==> src/rtl/matrix_scan_driver_if.sv <==
// ----------------------------------------------------------------------------
// matrix_scan_driver_if
//
// Bundles the game-state inputs and matrix-pin outputs of matrix_scan_driver.
//   bird_grid    [15:0][15:0]  one-hot bird grid, [r] is matrix row r (0 = top)
//   pipe_grid    [15:0][15:0]  pipe grid, same layout
//   clear_hit    1             synchronous clear of the sticky hit flag
//   row_sink     16            active-low one-hot row select
//   red_driver   16            column data for pipes
//   green_driver 16            column data for the bird
//   frame_done   1             pulse in the last cycle of each frame
//   bird_row     4             decoded bird row of the last completed frame
//   bird_valid   1             last completed frame had exactly one bird row
//   hit          1             sticky bird/pipe overlap flag
//
// master: the side producing the grids and consuming the matrix signals.
// slave : the scan driver itself.
// ----------------------------------------------------------------------------
interface matrix_scan_driver_if;
  logic [15:0][15:0] bird_grid;
  logic [15:0][15:0] pipe_grid;
  logic              clear_hit;
  logic [15:0]       row_sink;
  logic [15:0]       red_driver;
  logic [15:0]       green_driver;
  logic              frame_done;
  logic [3:0]        bird_row;
  logic              bird_valid;
  logic              hit;

  modport master (
    output bird_grid, pipe_grid, clear_hit,
    input  row_sink, red_driver, green_driver, frame_done,
           bird_row, bird_valid, hit
  );

  modport slave (
    input  bird_grid, pipe_grid, clear_hit,
    output row_sink, red_driver, green_driver, frame_done,
           bird_row, bird_valid, hit
  );
endinterface

==> src/rtl/matrix_scan_driver.sv <==
// ----------------------------------------------------------------------------
// matrix_scan_driver
//
// Row-multiplexed driver for a 16x16 red/green LED matrix. Each frame is
// 16 row slots of DWELL cycles; cycle 0 of a slot blanks the matrix, the
// remaining cycles drive one row. Both grids are snapshotted once per frame
// so mid-frame input changes never tear the picture. While scanning, the
// bird grid is decoded back to a row index and bird/pipe overlap sets a
// sticky hit flag.
//
// Ports:
//   clk    system clock
//   reset  asynchronous, active-high
//   bus    matrix_scan_driver_if.slave (grids, clear_hit, matrix outputs,
//          decoded bird row/valid, hit)
//
// Parameter:
//   DWELL  cycles per row slot (>= 2); slot cycle 0 is blanking.
// ----------------------------------------------------------------------------
module matrix_scan_driver #(
  parameter int DWELL = 4
) (
  input  logic                  clk,
  input  logic                  reset,
  matrix_scan_driver_if.slave   bus
);

  localparam int               DW_W    = $clog2(DWELL);
  localparam logic [DW_W-1:0]  DW_LAST = DW_W'(DWELL - 1);
  localparam logic [DW_W-1:0]  DW_ONE  = DW_W'(1);

  // Scan position
  logic [3:0]        row_cnt_q,   row_cnt_d;
  logic [DW_W-1:0]   dwell_cnt_q, dwell_cnt_d;

  // Per-frame snapshot of the input grids
  logic [15:0][15:0] bird_shadow_q, bird_shadow_d;
  logic [15:0][15:0] pipe_shadow_q, pipe_shadow_d;

  // Bird decode: number of nonzero rows seen (saturating at 2) and last one
  logic [1:0]        nz_cnt_q,    nz_cnt_d;
  logic [3:0]        rec_row_q,   rec_row_d;

  // Frame-level results
  logic [3:0]        bird_row_q,  bird_row_d;
  logic              bird_valid_q, bird_valid_d;
  logic              hit_q,       hit_d;

  // Scan-position decodes
  logic              frame_start;
  logic              frame_end;
  logic              blank;
  logic              decode_slot;
  logic [15:0]       cur_bird;
  logic [15:0]       cur_pipe;

  assign frame_start = (row_cnt_q == 4'd0)  && (dwell_cnt_q == '0);
  assign frame_end   = (row_cnt_q == 4'd15) && (dwell_cnt_q == DW_LAST);
  assign blank       = (dwell_cnt_q == '0);
  assign decode_slot = (dwell_cnt_q == DW_ONE);
  assign cur_bird    = bird_shadow_q[row_cnt_q];
  assign cur_pipe    = pipe_shadow_q[row_cnt_q];

  // --------------------------------------------------------------------------
  // State register
  // --------------------------------------------------------------------------
  always_ff @(posedge clk or posedge reset) begin
    if (reset) begin
      row_cnt_q     <= 4'd0;
      dwell_cnt_q   <= '0;
      bird_shadow_q <= '0;
      pipe_shadow_q <= '0;
      nz_cnt_q      <= 2'd0;
      rec_row_q     <= 4'd0;
      bird_row_q    <= 4'd0;
      bird_valid_q  <= 1'b0;
      hit_q         <= 1'b0;
    end else begin
      row_cnt_q     <= row_cnt_d;
      dwell_cnt_q   <= dwell_cnt_d;
      bird_shadow_q <= bird_shadow_d;
      pipe_shadow_q <= pipe_shadow_d;
      nz_cnt_q      <= nz_cnt_d;
      rec_row_q     <= rec_row_d;
      bird_row_q    <= bird_row_d;
      bird_valid_q  <= bird_valid_d;
      hit_q         <= hit_d;
    end
  end

  // --------------------------------------------------------------------------
  // Next-state logic
  // --------------------------------------------------------------------------
  always_comb begin
    row_cnt_d     = row_cnt_q;
    dwell_cnt_d   = dwell_cnt_q + DW_ONE;
    bird_shadow_d = bird_shadow_q;
    pipe_shadow_d = pipe_shadow_q;
    nz_cnt_d      = nz_cnt_q;
    rec_row_d     = rec_row_q;
    bird_row_d    = bird_row_q;
    bird_valid_d  = bird_valid_q;
    hit_d         = hit_q;

    // Row advances when the slot wraps; the 4-bit row counter wraps 15 -> 0.
    if (dwell_cnt_q == DW_LAST) begin
      dwell_cnt_d = '0;
      row_cnt_d   = row_cnt_q + 4'd1;
    end

    // The snapshot is taken on the edge ending the first blank cycle, so the
    // whole frame (row 0 onward) shows one consistent picture.
    if (frame_start) begin
      bird_shadow_d = bus.bird_grid;
      pipe_shadow_d = bus.pipe_grid;
      nz_cnt_d      = 2'd0;
    end

    if (decode_slot && (cur_bird != 16'h0)) begin
      rec_row_d = row_cnt_q;
      if (nz_cnt_q != 2'd2) begin
        nz_cnt_d = nz_cnt_q + 2'd1;
      end
    end

    // Only a frame with exactly one lit bird row updates the decoded row;
    // otherwise the last good row is kept and flagged invalid.
    if (frame_end) begin
      bird_valid_d = (nz_cnt_q == 2'd1);
      if (nz_cnt_q == 2'd1) begin
        bird_row_d = rec_row_q;
      end
    end

    // Set takes priority over clear so a collision is never lost.
    if (decode_slot && ((cur_bird & cur_pipe) != 16'h0)) begin
      hit_d = 1'b1;
    end else if (bus.clear_hit) begin
      hit_d = 1'b0;
    end
  end

  // --------------------------------------------------------------------------
  // Output decode (registered state only)
  // --------------------------------------------------------------------------
  logic [15:0] row_sink_o;
  logic [15:0] red_driver_o;
  logic [15:0] green_driver_o;

  always_comb begin
    row_sink_o     = 16'hFFFF;
    red_driver_o   = 16'h0;
    green_driver_o = 16'h0;
    if (!blank) begin
      row_sink_o     = ~(16'h1 << row_cnt_q);
      red_driver_o   = cur_pipe;
      green_driver_o = cur_bird;
    end
  end

  assign bus.row_sink     = row_sink_o;
  assign bus.red_driver   = red_driver_o;
  assign bus.green_driver = green_driver_o;
  assign bus.frame_done   = frame_end;
  assign bus.bird_row     = bird_row_q;
  assign bus.bird_valid   = bird_valid_q;
  assign bus.hit          = hit_q;

endmodule

==> src/flat_wrapper.sv <==
// flat-port wrapper written by rule: the top's interface ports become plain ports
module matrix_scan_driver_flat 
#(
  parameter int DWELL = 4
)
  (clk, reset, bus_bird_grid, bus_pipe_grid, bus_clear_hit, bus_row_sink, bus_red_driver, bus_green_driver, bus_frame_done, bus_bird_row, bus_bird_valid, bus_hit);
  matrix_scan_driver_if bus_i ();
  input  logic clk;
  input  logic reset;
  input wire logic [$bits(bus_i.bird_grid)-1:0] bus_bird_grid;
  input wire logic [$bits(bus_i.pipe_grid)-1:0] bus_pipe_grid;
  input wire logic [$bits(bus_i.clear_hit)-1:0] bus_clear_hit;
  output wire logic [$bits(bus_i.row_sink)-1:0] bus_row_sink;
  output wire logic [$bits(bus_i.red_driver)-1:0] bus_red_driver;
  output wire logic [$bits(bus_i.green_driver)-1:0] bus_green_driver;
  output wire logic [$bits(bus_i.frame_done)-1:0] bus_frame_done;
  output wire logic [$bits(bus_i.bird_row)-1:0] bus_bird_row;
  output wire logic [$bits(bus_i.bird_valid)-1:0] bus_bird_valid;
  output wire logic [$bits(bus_i.hit)-1:0] bus_hit;
  assign bus_i.bird_grid = bus_bird_grid;
  assign bus_i.pipe_grid = bus_pipe_grid;
  assign bus_i.clear_hit = bus_clear_hit;
  assign bus_row_sink = bus_i.row_sink;
  assign bus_red_driver = bus_i.red_driver;
  assign bus_green_driver = bus_i.green_driver;
  assign bus_frame_done = bus_i.frame_done;
  assign bus_bird_row = bus_i.bird_row;
  assign bus_bird_valid = bus_i.bird_valid;
  assign bus_hit = bus_i.hit;
  matrix_scan_driver #(.DWELL(DWELL)) u_core (.clk(clk), .reset(reset), .bus(bus_i));
endmodule
==> config.mk <==
export PLATFORM = sky130hd
export DESIGN_NAME = matrix_scan_driver_flat
export DESIGN_NICKNAME = d
export VERILOG_FILES = /design/src/rtl/matrix_scan_driver_if.sv /design/src/rtl/matrix_scan_driver.sv /design/src/flat_wrapper.sv
export SDC_FILE = /design/constraint.sdc
export NUM_CORES = 1
export LEC_CHECK = 0
export CAP_MARGIN = 20
export CORE_MARGIN = 5
export CORE_UTILIZATION = 54
export CTS_CLUSTER_SIZE = 14
export DETAILED_ROUTE_END_ITERATION = 8
export PLACE_DENSITY = 0.86
export SLEW_MARGIN = 25
export SYNTH_ARGS = -nofsm -noshare
export SYNTH_HDL_FRONTEND = slang
export SYNTH_SLANG_ARGS = --single-unit
==> constraint.sdc <==
create_clock -name clk -period 38.8 [get_ports clk]
set_input_delay 7.76 -clock clk [delete_from_list [all_inputs] [get_ports clk]]
set_output_delay 7.76 -clock clk [all_outputs]
set_load 0.05 [all_outputs]
-- Word-level counts from Yosys, hierarchy flattened
Cells that the tools add are included.
- flip-flop bits (word level): 530
- output and inout bits: 55
- word-level logic and storage cells: 74
- add/sub/neg operators: 3
- bitwise logic cells: 2
- reductions and logical operators: 10
- $lt $le $gt $ge: 1
- equality and inequality tests: 5
- shift-type cells: 1
- mux-type cells: 13
- operators by type and width (operator ; number):
    binary-select mux 16 bit (select 4 bit) ; 2
    two-way mux 16 bit ; 5
    nonzero test 16 bit ; 2
    bitwise AND 16 bit ; 1
    NOT 16 bit ; 1
    left shift 1 x 4 -> 16 bit (first input constant) ; 1
    two-way mux 2 bit ; 4
    less-than comparator 4 x 5 -> 1 bit (second input constant) ; 1
    adder 2 x 1 -> 2 bit (second input constant) ; 2
    adder 4 x 1 -> 4 bit (second input constant) ; 1
    equality test 2 x 1 -> 1 bit (second input constant) ; 2
    equality test 4 bit (second input constant) ; 1
    logical AND 1 bit ; 4
    zero test 4 bit ; 1
    equality test 2 bit (second input constant) ; 1
    zero test 2 bit ; 1
    two-way mux 1 bit ; 2
    inequality test 2 bit (second input constant) ; 1
    AND reduction 2 bit ; 1
    nonzero test 2 bit ; 1

-- Depth between registers and ports, before layout
- depth in word-level cells: 6
- mapped depth: 13
- gate-level depth less buffers: 7

-- Least setup slack after synthesis
No wires, ideal clock.
- path type: reg2out
- from: register u_core.row_cnt_q[1]
- to: output port bus_red_driver[4]
- path slack: 28.238 ns
- stages on the path, launching flop included: 11
- buffers on the path: 5
- arrival time: 2.802 ns
- cell sequence: dfrtp_1 > buf_2 > buf_2 > buf_4 > buf_2 > buf_2 > mux4_2 > nand2_1 > and3_1 > a31oi_1 > nor2b_1
- longest elaborated chain between the ends: 3
- RTL lines (element ; line ; text):
    start, declared ; matrix_scan_driver.sv:33 ; logic [3:0] row_cnt_q, row_cnt_d;
    start signal, assigned ; matrix_scan_driver.sv:79 ; row_cnt_q <= row_cnt_d;
    binary-select mux 16 bit (select 4 bit) ; matrix_scan_driver.sv:62 ; assign cur_pipe = pipe_shadow_q[row_cnt_q];
    two-way mux 16 bit (not written as such) ; matrix_scan_driver.sv:62 ;
    two-way mux 16 bit ; matrix_scan_driver.sv:154 ; if (!blank) begin
    end, declared ; flat_wrapper.sv:14 ; output wire logic [$bits(bus_i.red_driver)-1:0] bus_red_driver;
Every way passes these cells. The select of a mux whose other input is x is not followed.

-- Worst setup path after layout
- from: register u_core.row_cnt_q[3]
- to: output port bus_green_driver[10]
- longest elaborated chain between the ends: 3
- RTL lines (element ; line ; text):
    binary-select mux 16 bit (select 4 bit) ; matrix_scan_driver.sv:61 ; assign cur_bird = bird_shadow_q[row_cnt_q];
    two-way mux 16 bit (not written as such) ; matrix_scan_driver.sv:61 ;
    two-way mux 16 bit ; matrix_scan_driver.sv:154 ;
    end, declared ; flat_wrapper.sv:15 ; output wire logic [$bits(bus_i.green_driver)-1:0] bus_green_driver;
Every way passes these cells. The select of a mux whose other input is x is not followed.

==> qor.csv <==
stage,metric,value,unit
cts,CTS tree,done,
critical_path,WP data arrival,5.07,ns
grt,vias in the first global route,22600,
routing,drt via density,5.74,
flow_run,Max Cap Viol,0,
cts,Setup Buffers After CTS,0,
sta,setup TNS,0,ns
critical_path,Worst EP required,31.04,ns
power_and_ir_drop,Comb power frac,10.0,%
power_and_ir_drop,VDD IR-drop max,30.4,uV
place,dpl cell area,30300,um2
sta,final setup fails,0,
sta,fin crit share,33.1,%
critical_path,type of origin of the critical path,flip-flop,
cts,post-cts sizing count,0,
cells_and_area,multi-input logic area,10300,um2
grt,first-pass GRT wire length,135000,um
cells_and_area,# fillers,3200,
yosys,Post-Syn Area,24300,um2
cts,CTS Buf Count,54,
cells_and_area,Post-Layout Inst Area,32200,um2
cts,H-tree Lvls,2,
yosys,syn_area_per_cell,9.18,um2
grt,total gr overflow,0,
routing,Remaining DRCs,0,
power_and_ir_drop,Seq pwr share,47.4,%
routing,Vias,21600,
sta,Tmin final,12.83,ns
yosys,Synthesized Nets,3175,
yosys,ys flop type,dfrtp_1,
sta,Tightest Pin Transition,1.10,ns
yosys,mux share of post-synthesis cell area,12.6,%
sta,final hold viol count,0,
routing,post-route ant nets,0,
critical_path,CP max FO,37,
sta,slew margin rel.,26.4,%
place,placed wire-length estimate,67300,um
cts,CTS clock-pin slew for the worst setup and hold paths,0.06,ns
cells_and_area,Final #Nets,3655,
power_and_ir_drop,sw power,0.296,mW
power_and_ir_drop,Cell Pwr Density,39.3,nW/um2
floorplanning,core area,44400,um2
yosys,Cell variety after synth,52,
yosys,post-synthesis sequential area ratio,54.5,%
sta,clk_skew,0.0118,ns
yosys,Post-synth EDFFs,0,
routing,DRT Wirelength,91300,um
yosys,Yosys warnings,0,
yosys,XOR/XNOR Fraction of Synth Area,0.0720,%
cts,Skew-Pair Late Insertion Delay,0.59,ns
floorplanning,Initial Util,54.8,%
sta,fmax,0.0779,GHz
yosys,Post-Synth Adder-Cell Area,0.463,%
power_and_ir_drop,switching portion of total power,23.3,%
critical_path,Worst Setup End Kind,output port,
power_and_ir_drop,leak pwr,15.1,nW
yosys,Seq cells post-synth,530,
grt,antenna violations before repair,7,
power_and_ir_drop,clock share of power,42.6,%
yosys,largest family of logic cells by synthesized area,simple AND/OR/NAND/NOR gates,
grt,pin count of the biggest net entering global routing,241,
routing,Pre-Repair DR Iteration Count,8,
cts,# clock sinks,530,
floorplanning,die span in y,222,um
routing,Routed WL per cell,24.2,um
yosys,most frequent cell after synthesis,nand2_1,
cells_and_area,synth-to-layout area growth,32.3,%
routing,DR iter-0 viols,2776,
min_path,Worst Hold Class,reg2reg,
yosys,top area cells in the synthesized netlist,"dfrtp_1, nand2_1, mux4_2",
place,buffers added on ports,569,
yosys,share of flip-flops with an asynchronous set or reset,100,%
grt,gr usage total,36.1,%
cts,CTS Buffer Depth,3,
floorplanning,Core Rows,77,
power_and_ir_drop,P_int,0.971,mW
yosys,post-synth top area cell,dfrtp_1,
run_status,status,completed,
yosys,commonest cells in the netlist,"nand2_1, dfrtp_1, clkbuf_1",
cells_and_area,final core occ,72.5,%
yosys,top cell type's share of synthesized area,54.5,%
yosys,compound-cell area share of the yosys netlist,2.92,%
cells_and_area,Reg area,13300,um2
cells_and_area,layout cells sized above 1,7.66,%
sta,Max Slew Vio Count,0,
floorplanning,number of top-level pins,570,
yosys,Syn Inst Count,2651,
yosys,Synth Area in Simple Gates,26.3,%
cts,clock root buffer,clkbuf_16,
floorplanning,die area,49400,um2
floorplanning,Die X,222,um
sta,unrepaired setup endpoints after global routing,no,
place,placer congestion estimate,1.03,
cts,hold buffers post-CTS,0,
critical_path,Crit Path Category,reg2out,
stage by stage:
| stage | std cells | total power, mW | hold WS (ns) | setup slack (ns) |
|---|---|---|---|---|
| global route | 3769 | 1.30 | 0.488 | 25.86 |
| floorplan | 2651 | 0.650 | 0.440 | 16.23 |
| finish | 3769 | 1.27 | 0.470 | 25.97 |
| detailed placement | 3663 | 0.733 | 0.458 | 26.18 |
| global placement | 3662 | 0.730 | 0.452 | 26.28 |
| CTS | 3759 | 1.27 | 0.473 | 25.55 |
power by group through the flow:
| stage | registers [mW] | clock network [mW] | logic [mW] |
|---|---|---|---|
| final | 0.600 | 0.540 | 0.126 |
| after global routing | 0.602 | 0.566 | 0.136 |
| after CTS | 0.599 | 0.544 | 0.126 |
| after detailed placement | 0.609 | 0 | 0.124 |
| after global placement | 0.608 | 0 | 0.122 |
| after floorplan | 0.600 | 0 | 0.0492 |
flip-flops by register name, indices dropped and copies added (netlist names):
| name | count |
|---|---|
| u_core.bird_shadow_q | 256 |
| u_core.dwell_cnt_q | 2 |
| u_core.nz_cnt_q | 2 |
| u_core.rec_row_q | 4 |
| u_core.row_cnt_q | 4 |
| u_core.bus.bird_valid | 1 |
| u_core.pipe_shadow_q | 256 |
| u_core.bus.hit | 1 |
| u_core.bus.bird_row | 4 |
kinds of logic after synthesis:
| logic type | Yosys count |
|---|---|
| flops | 530 |
| simple gates | 1667 |
| xor+xnor | 2 |
| mux | 171 |
| fa+ha+maj | 9 |
| buf+inv | 178 |
| compound gates | 94 |
metal layers:
layer	wire, um	track usage, %
met4	6150	20.8
met2	43100	57.5
met1	32700	44.2
met3	9430	10.6
met5	14	0
worst max-delay path: stages (launching register included):
cell	delay (ns)
dfrtp_2	0.94
clkinv_1	1.11
a21o_1	0.42
a222oi_1	0.89
nor2_1	0.30
clkdlybuf4s50_1	0.79
area by class of cell:
class	instances	share of cell area [%]
sequential	530	41.2
multi-input combinational	1943	32.1
timing repair buffer	593	18.5
clock buffer	83	5.06
tap	592	2.30
clock inverter	13	0.602
inverter	9	0.144
antenna	6	0.0466
worst paths after layout:
check / depth (start not counted) / to / slack (ns) / from
min reg2reg: 2 / u_core.bird_shadow_q[147] / 0.47 / u_core.bird_shadow_q[147]
max in group asynchronous: 4 / u_core.pipe_shadow_q[103] / 29.58 / reset
min: 2 / u_core.bird_shadow_q[147] / 0.47 / u_core.bird_shadow_q[147]
max: 5 / bus_green_driver[10] / 25.97 / u_core.row_cnt_q[3]
max reg2reg: 9 / u_core.bird_shadow_q[54] / 33.34 / u_core.row_cnt_q[2]
min in group asynchronous: 2 / u_core.bird_shadow_q[168] / 7.68 / reset
cells in the final DEF (no fill, tap or decap), types with 4 or more instances in the layout:
cell and count:
a22o_1 5, bufinv_16 5, clkbuf_1 13, o21a_1 5
and3_1 4, nand2_1 1575, inv_1 6, mux2_2 9
o21ai_0 6, buf_4 15, clkinv_2 7, clkbuf_16 55
a22oi_1 15, dfrtp_1 526, ha_1 8, mux4_2 106
clkdlybuf4s50_1 569, mux2i_1 52, and2_1 6, nand3_1 10
mux2_4 4, nand2b_1 10, diode_2 6, a221oi_1 27
nor2_1 33, nor2b_1 13, a21oi_1 17, clkbuf_8 15
a21o_1 4
No activity file was read; power rests on OpenSTA's default activity.
